### src/rtl/seg_pkg.sv
// Shared constants for the 7-segment display path: active-high fonts (bit 0 = a,
// bit 6 = g), the digit-index type and the position of the colon.
package seg_pkg;

  localparam logic [6:0] SEG_0    = 7'h3F;
  localparam logic [6:0] SEG_1    = 7'h06;
  localparam logic [6:0] SEG_2    = 7'h5B;
  localparam logic [6:0] SEG_3    = 7'h4F;
  localparam logic [6:0] SEG_4    = 7'h66;
  localparam logic [6:0] SEG_5    = 7'h6D;
  localparam logic [6:0] SEG_6    = 7'h7D;
  localparam logic [6:0] SEG_7    = 7'h07;
  localparam logic [6:0] SEG_8    = 7'h7F;
  localparam logic [6:0] SEG_9    = 7'h6F;
  localparam logic [6:0] SEG_DASH = 7'h40;
  localparam logic [6:0] SEG_OFF  = 7'h00;

  typedef logic [1:0] digit_idx_t;

  localparam digit_idx_t COLON_DIGIT = 2'd2;
  localparam digit_idx_t LAST_DIGIT  = 2'd3;

  // One-hot anode pattern for a digit position, active-high.
  function automatic logic [3:0] idx_onehot(input digit_idx_t i);
    return 4'b0001 << i;
  endfunction

endpackage

### src/rtl/bcd_to_seg.sv
// Combinational BCD to 7-segment decoder, active-high output. Codes 10-15 show a
// dash so corrupted digits are visible; blank overrides everything.
module bcd_to_seg
  import seg_pkg::*;
(
  input  logic [3:0] bcd,
  input  logic       blank,
  output logic [6:0] seg
);

  always_comb begin
    seg = SEG_DASH;
    if (blank) begin
      seg = SEG_OFF;
    end else begin
      case (bcd)
        4'd0:    seg = SEG_0;
        4'd1:    seg = SEG_1;
        4'd2:    seg = SEG_2;
        4'd3:    seg = SEG_3;
        4'd4:    seg = SEG_4;
        4'd5:    seg = SEG_5;
        4'd6:    seg = SEG_6;
        4'd7:    seg = SEG_7;
        4'd8:    seg = SEG_8;
        4'd9:    seg = SEG_9;
        default: seg = SEG_DASH;
      endcase
    end
  end

endmodule

### src/rtl/seven_seg_scanner.sv
// Time-multiplexed MM:SS driver for a 4-digit 7-segment display. Digits are
// snapshotted once per frame so a frame never mixes old and new values.
module seven_seg_scanner
  import seg_pkg::*;
#(
  parameter int unsigned REFRESH_DIV = 50000,
  parameter int unsigned GUARD       = 16,
  parameter int unsigned ACTIVE_LOW  = 1,
  parameter int unsigned BLANK_LZ    = 1
) (
  input  logic       clk,
  input  logic       rst,
  input  logic       pulse,
  input  logic [3:0] seconds_units,
  input  logic [3:0] seconds_tens,
  input  logic [3:0] minutes_units,
  input  logic [3:0] minutes_tens,
  input  logic       blank,
  output logic [6:0] seg,
  output logic       dp,
  output logic [3:0] an,
  output logic       frame_done
);

  localparam int unsigned PCNT_W = (REFRESH_DIV > 2) ? $clog2(REFRESH_DIV) : 1;

  function automatic logic [6:0] pol7(input logic [6:0] v);
    return (ACTIVE_LOW != 0) ? ~v : v;
  endfunction

  function automatic logic [3:0] pol4(input logic [3:0] v);
    return (ACTIVE_LOW != 0) ? ~v : v;
  endfunction

  function automatic logic pol1(input logic v);
    return (ACTIVE_LOW != 0) ? ~v : v;
  endfunction

  // Stage p0: scan state (prescaler, digit index, shadow digits, colon)
  logic [PCNT_W-1:0] pcnt_p0;
  digit_idx_t        idx_p0;
  logic [3:0]        snap_p0 [4];
  logic              colon_p0;

  logic slot_end;
  logic frame_end;

  assign slot_end  = (pcnt_p0 == PCNT_W'(REFRESH_DIV - 1));
  assign frame_end = slot_end && (idx_p0 == LAST_DIGIT);

  always_ff @(posedge clk) begin
    if (rst) begin
      pcnt_p0  <= '0;
      idx_p0   <= '0;
      colon_p0 <= 1'b0;
      for (int i = 0; i < 4; i++) snap_p0[i] <= 4'd0;
    end else begin
      pcnt_p0 <= slot_end ? '0 : pcnt_p0 + PCNT_W'(1);
      if (slot_end) idx_p0 <= idx_p0 + 2'd1;
      if (frame_end) begin
        snap_p0[0] <= seconds_units;
        snap_p0[1] <= seconds_tens;
        snap_p0[2] <= minutes_units;
        snap_p0[3] <= minutes_tens;
      end
      // Pulse toggles independently of any slot or frame wrap on the same edge.
      if (pulse) colon_p0 <= ~colon_p0;
    end
  end

  logic [3:0] cur_digit;
  logic       lz_blank;
  logic [6:0] seg_dec;
  logic [3:0] an_next;
  logic       dp_next;

  assign cur_digit = snap_p0[idx_p0];
  assign lz_blank  = (BLANK_LZ != 0) && (idx_p0 == LAST_DIGIT) && (cur_digit == 4'd0);

  bcd_to_seg u_dec (
    .bcd   (cur_digit),
    .blank (lz_blank),
    .seg   (seg_dec)
  );

  // Anodes stay dark during the guard window so the previous digit's segments
  // never ghost onto the newly selected anode.
  assign an_next = ((pcnt_p0 < PCNT_W'(GUARD)) || blank) ? 4'b0000 : idx_onehot(idx_p0);
  assign dp_next = (idx_p0 == COLON_DIGIT) && colon_p0;

  // Stage p1: output registers, polarity applied here only
  logic [6:0] seg_p1;
  logic       dp_p1;
  logic [3:0] an_p1;
  logic       frame_done_p1;

  always_ff @(posedge clk) begin
    if (rst) begin
      seg_p1        <= pol7(SEG_OFF);
      dp_p1         <= pol1(1'b0);
      an_p1         <= pol4(4'b0000);
      frame_done_p1 <= 1'b0;
    end else begin
      seg_p1        <= pol7(seg_dec);
      dp_p1         <= pol1(dp_next);
      an_p1         <= pol4(an_next);
      frame_done_p1 <= frame_end;
    end
  end

  assign seg        = seg_p1;
  assign dp         = dp_p1;
  assign an         = an_p1;
  assign frame_done = frame_done_p1;

endmodule
### config.mk
export PLATFORM = sky130hd
export DESIGN_NAME = seven_seg_scanner
export DESIGN_NICKNAME = d
export VERILOG_FILES = /design/src/rtl/seg_pkg.sv /design/src/rtl/bcd_to_seg.sv /design/src/rtl/seven_seg_scanner.sv
export SDC_FILE = /design/constraint.sdc
export NUM_CORES = 1
export LEC_CHECK = 0
export ABC_AREA = 1
export CORE_MARGIN = 10
export CORE_UTILIZATION = 45
export CTS_CLUSTER_SIZE = 24
export DETAILED_ROUTE_END_ITERATION = 10
export HOLD_SLACK_MARGIN = 0.1
export PLACE_DENSITY = 0.67
export SYNTH_ARGS = -nofsm -noshare
export SYNTH_HDL_FRONTEND = slang
export SYNTH_SLANG_ARGS = --single-unit
### constraint.sdc
create_clock -name clk -period 3.35 [get_ports clk]
set_input_delay 0.335 -clock clk [delete_from_list [all_inputs] [get_ports clk]]
set_output_delay 0.335 -clock clk [all_outputs]
set_load 0.01 [all_outputs]
==> flow_metrics.tcl <==
set metrics [dict create \
    first_pass_iters 4 \
    timing.final.crit_share_pct 58.3 \
    drc 0 \
    yosys_warnings 0 \
    cts_hold_buffers 0 \
    antenna_left 0 \
    cts_setup_buffers 0 \
    muxShareOfSynthArea_pct 0 \
    tritoncts.num_buffers 5 \
    ys_ff_latch 50 \
    crit_slowest_cell "dfxtp_1" \
    maxSlewHeadroom_pct 74.3 \
    grt_max_degree 18 \
    critPathRequiredTime_ns 3.52 \
    synth_cells 271 \
    synth_top_family_by_area "simple AND/OR/NAND/NOR gates" \
    tns_ns 0 \
    cp_max_fo 10 \
    vias 1715 \
    dr.first_iter.drc_count 88 \
    hold_viol_final 0 \
    core_mm2 0.00520 \
    clock-sinks 50 \
    cts_tree "built" \
    holdCritPathClass "reg -> reg" \
    dp_hpwl_um 3180 \
    synth.distinct_cells 31 \
    synth-edff-count 16 \
    antenna_found_initial 0 \
    p_leak_nw 1.15 \
    cts_root_buf "clkbuf_8" \
    ys.flop_type "dfxtp_1" \
    grt_pass1_vias 1643 \
    nFillCells 479 \
    crit_path_end_kind "flip-flop" \
    fmax_ghz 0.512 \
    drive_gt1_share_pct 15.9 \
    utilization_pct 56.3 \
    netlist_area_mm2 0.00245 \
    grt_pass1_wl_um 7090 \
    n_antenna_cell 0 \
    via_per_inst 4.53 \
    start_util_pct 47.1 \
    synth_xor_xnor_area_share_pct 3.57 \
    vdd_drop_max_mv 0.175 \
    cts_resized 0 \
    cap_violations 0 \
    synth_area_per_cell_um2 9.04 \
    power_density_mw_per_mm2 398 \
    drt_wl_total_um 4120 \
    die_w_um 93.8 \
    async_flop_share_pct 0 \
    cts.reportedPaths.clkPinSlew_ns 0.08 \
    synth_nets 301 \
    cts_buffer_depth 2 \
    fp-row-count 26 \
    worst_path_largest_cell_delay_ns 0.54 \
    io_buffer_count 32 \
    final_area_mm2 0.00293 \
    synth_compound_area_share_pct 3.83 \
    rsz0062_at_grt "no" \
    wire_per_inst_um 10.9 \
    crit_path_frequent_cell "nor2_1" \
    grt_remaining_overflow 0 \
    slew_violations 0 \
    fin_nets 338 \
    syn2layout_area_growth_pct 19.6 \
    clock_skew_ns 0.00234 \
    synth_fa_ha_area_share_pct 5.10 \
    hold_depth 1 \
    reg2reg_depth 10 \
    critPathLaunchType "flip-flop" \
    ios 33 \
    gp_congestion 0.794 \
    path_cells "nor2_1 -> nor2_1 -> o21ai_0 -> nand2_1 -> inv_1 -> ha_1 -> nand2_2 -> nor2_1 -> nor2_2 -> nand3_1" \
    die_y_um 93.8 \
    cts_htree_levels 2 \
    die_area_mm2 0.00880 \
    synth-simple-area-share_pct 31.8 \
    setup_viol 0 \
    ys_seq_area_share_pct 47.4 \
    path_buf_inv 1 \
    tightestPinTransition_ns 0.386 \
    critPathKind "reg -> reg" \
    period_minus_slack_ns 1.95 \
    worst_skew_pair.late_latency_ns 0.29 \
    worstPathArrival_ns 2.12 \
    crit_family "simple AND/OR/NAND/NOR gates" \
    status "completed" \
    grt_use_total_pct 9.87 \
    place_area_mm2 0.00282 \
    cp.depth 10 \
]
==> cell type report <==
cell class | count | area (um2) | area share (%)
Clock buffer | 7 | 86.3 | 2.94
Sequential cell | 50 | 1160 | 39.6
Clock inverter | 1 | 30.0 | 1.02
Inverter | 40 | 153 | 5.21
Multi-Input combinational cell | 178 | 1090 | 37.0
Timing Repair Buffer | 33 | 328 | 11.2
Tap cell | 70 | 87.6 | 2.99
==> synth_stat cells, types with 2 or more instances <==
cell / n / area, um2
nand3b_1: 2 / 15.0
o21ai_0: 4 / 20.0
nor2_1: 34 / 128
nand3_1: 24 / 120
nand2_4: 2 / 22.5
dfxtp_1: 34 / 681
nand4_1: 5 / 31.3
nor2_2: 11 / 68.8
inv_2: 3 / 11.3
nor3_2: 2 / 20.0
a21oi_1: 7 / 35.0
edfxtp_1: 16 / 480
buf_12: 2 / 40.0
xnor2_1: 2 / 17.5
inv_1: 36 / 135
nor2_4: 11 / 124
xor2_1: 8 / 70.1
nand2_2: 7 / 43.8
ha_1: 10 / 125
nand2_1: 40 / 150
==> power by group <==
group / internal (mW) / switching (mW)
registers: 0.643 / 0.00783
logic: 0.0463 / 0.0437
clock network: 0.243 / 0.183
==> logic make-up after synthesis <==
kind of cell / after synthesis
AND/OR/NAND/NOR: 143
buffers and inverters: 43
flip-flops: 50
adder cells (fa/ha/maj): 10
XOR/XNOR: 10
AO/OA/AOI/OAI: 15
==> flip-flops by register name (all words and copies together) (netlist names), named ones only <==
name,count
frame_done,1
pcnt_p0,16
colon_p0,1
dp,1
an,4
snap_p0,16
idx_p0,2
seg,7
==> placed cells by master (no fill, tap or decap), types with 3 or more instances in the layout <==
cell type,synthesis,layout
xor2_1,8,8
inv_2,3,3
a21oi_1,7,7
nor2_2,11,11
edfxtp_1,16,16
nor2_1,34,34
inv_1,36,36
nor2_4,11,11
dfxtp_1,34,34
nand4_1,5,5
o21ai_0,4,3
nand3_1,24,24
clkdlybuf4s50_1,0,32
clkbuf_8,0,6
ha_1,10,10
nand2_1,40,40
nand2_2,7,7
==> final timing paths <==
path / from / slack, ns / end
max: flip-flop / 1.40 / seg[2]
min reg2reg: colon_p0 / 0.43 / dp
min: colon_p0 / 0.43 / dp
max reg2reg: flip-flop / 1.40 / seg[2]
==> worst reg2reg max path, delay by kind of cell (launching register included) <==
family / cells / cell delay, ns
adder cells (fa/ha/maj): 1 / 0.20
AO/OA/AOI/OAI: 1 / 0.11
AND/OR/NAND/NOR: 7 / 0.86
buffers and inverters: 1 / 0.12
flip-flops: 1 / 0.54
==> metal layers <==
| metal | part of all wire [%] | vias up | wire length [um] | global-route usage, % |
|---|---|---|---|---|
| li1 | - | 927 | - | - |
| met1 | 50 | 746 | 2060 | 12.5 |
| met2 | 43 | 37 | 1780 | 15.2 |
| met3 | 5.0 | 5 | 204 | 2.48 |
| met4 | 1.8 | 0 | 73 | 4.94 |
| met5 | 0 | - | 0 | 0 |
==> through the flow <==
stage,worst slack [ns],instances,hold WS (ns),total power [mW]
6_report,1.40,379,0.432,1.17
5_1_grt,1.14,379,0.460,1.22
4_1_cts,1.38,379,0.434,1.18
3_5_place_dp,1.40,371,0.414,0.757
3_3_place_gp,1.49,371,0.413,0.755
2_1_floorplan,0.721,271,0.395,0.714
(Power assumes the default switching activity.)
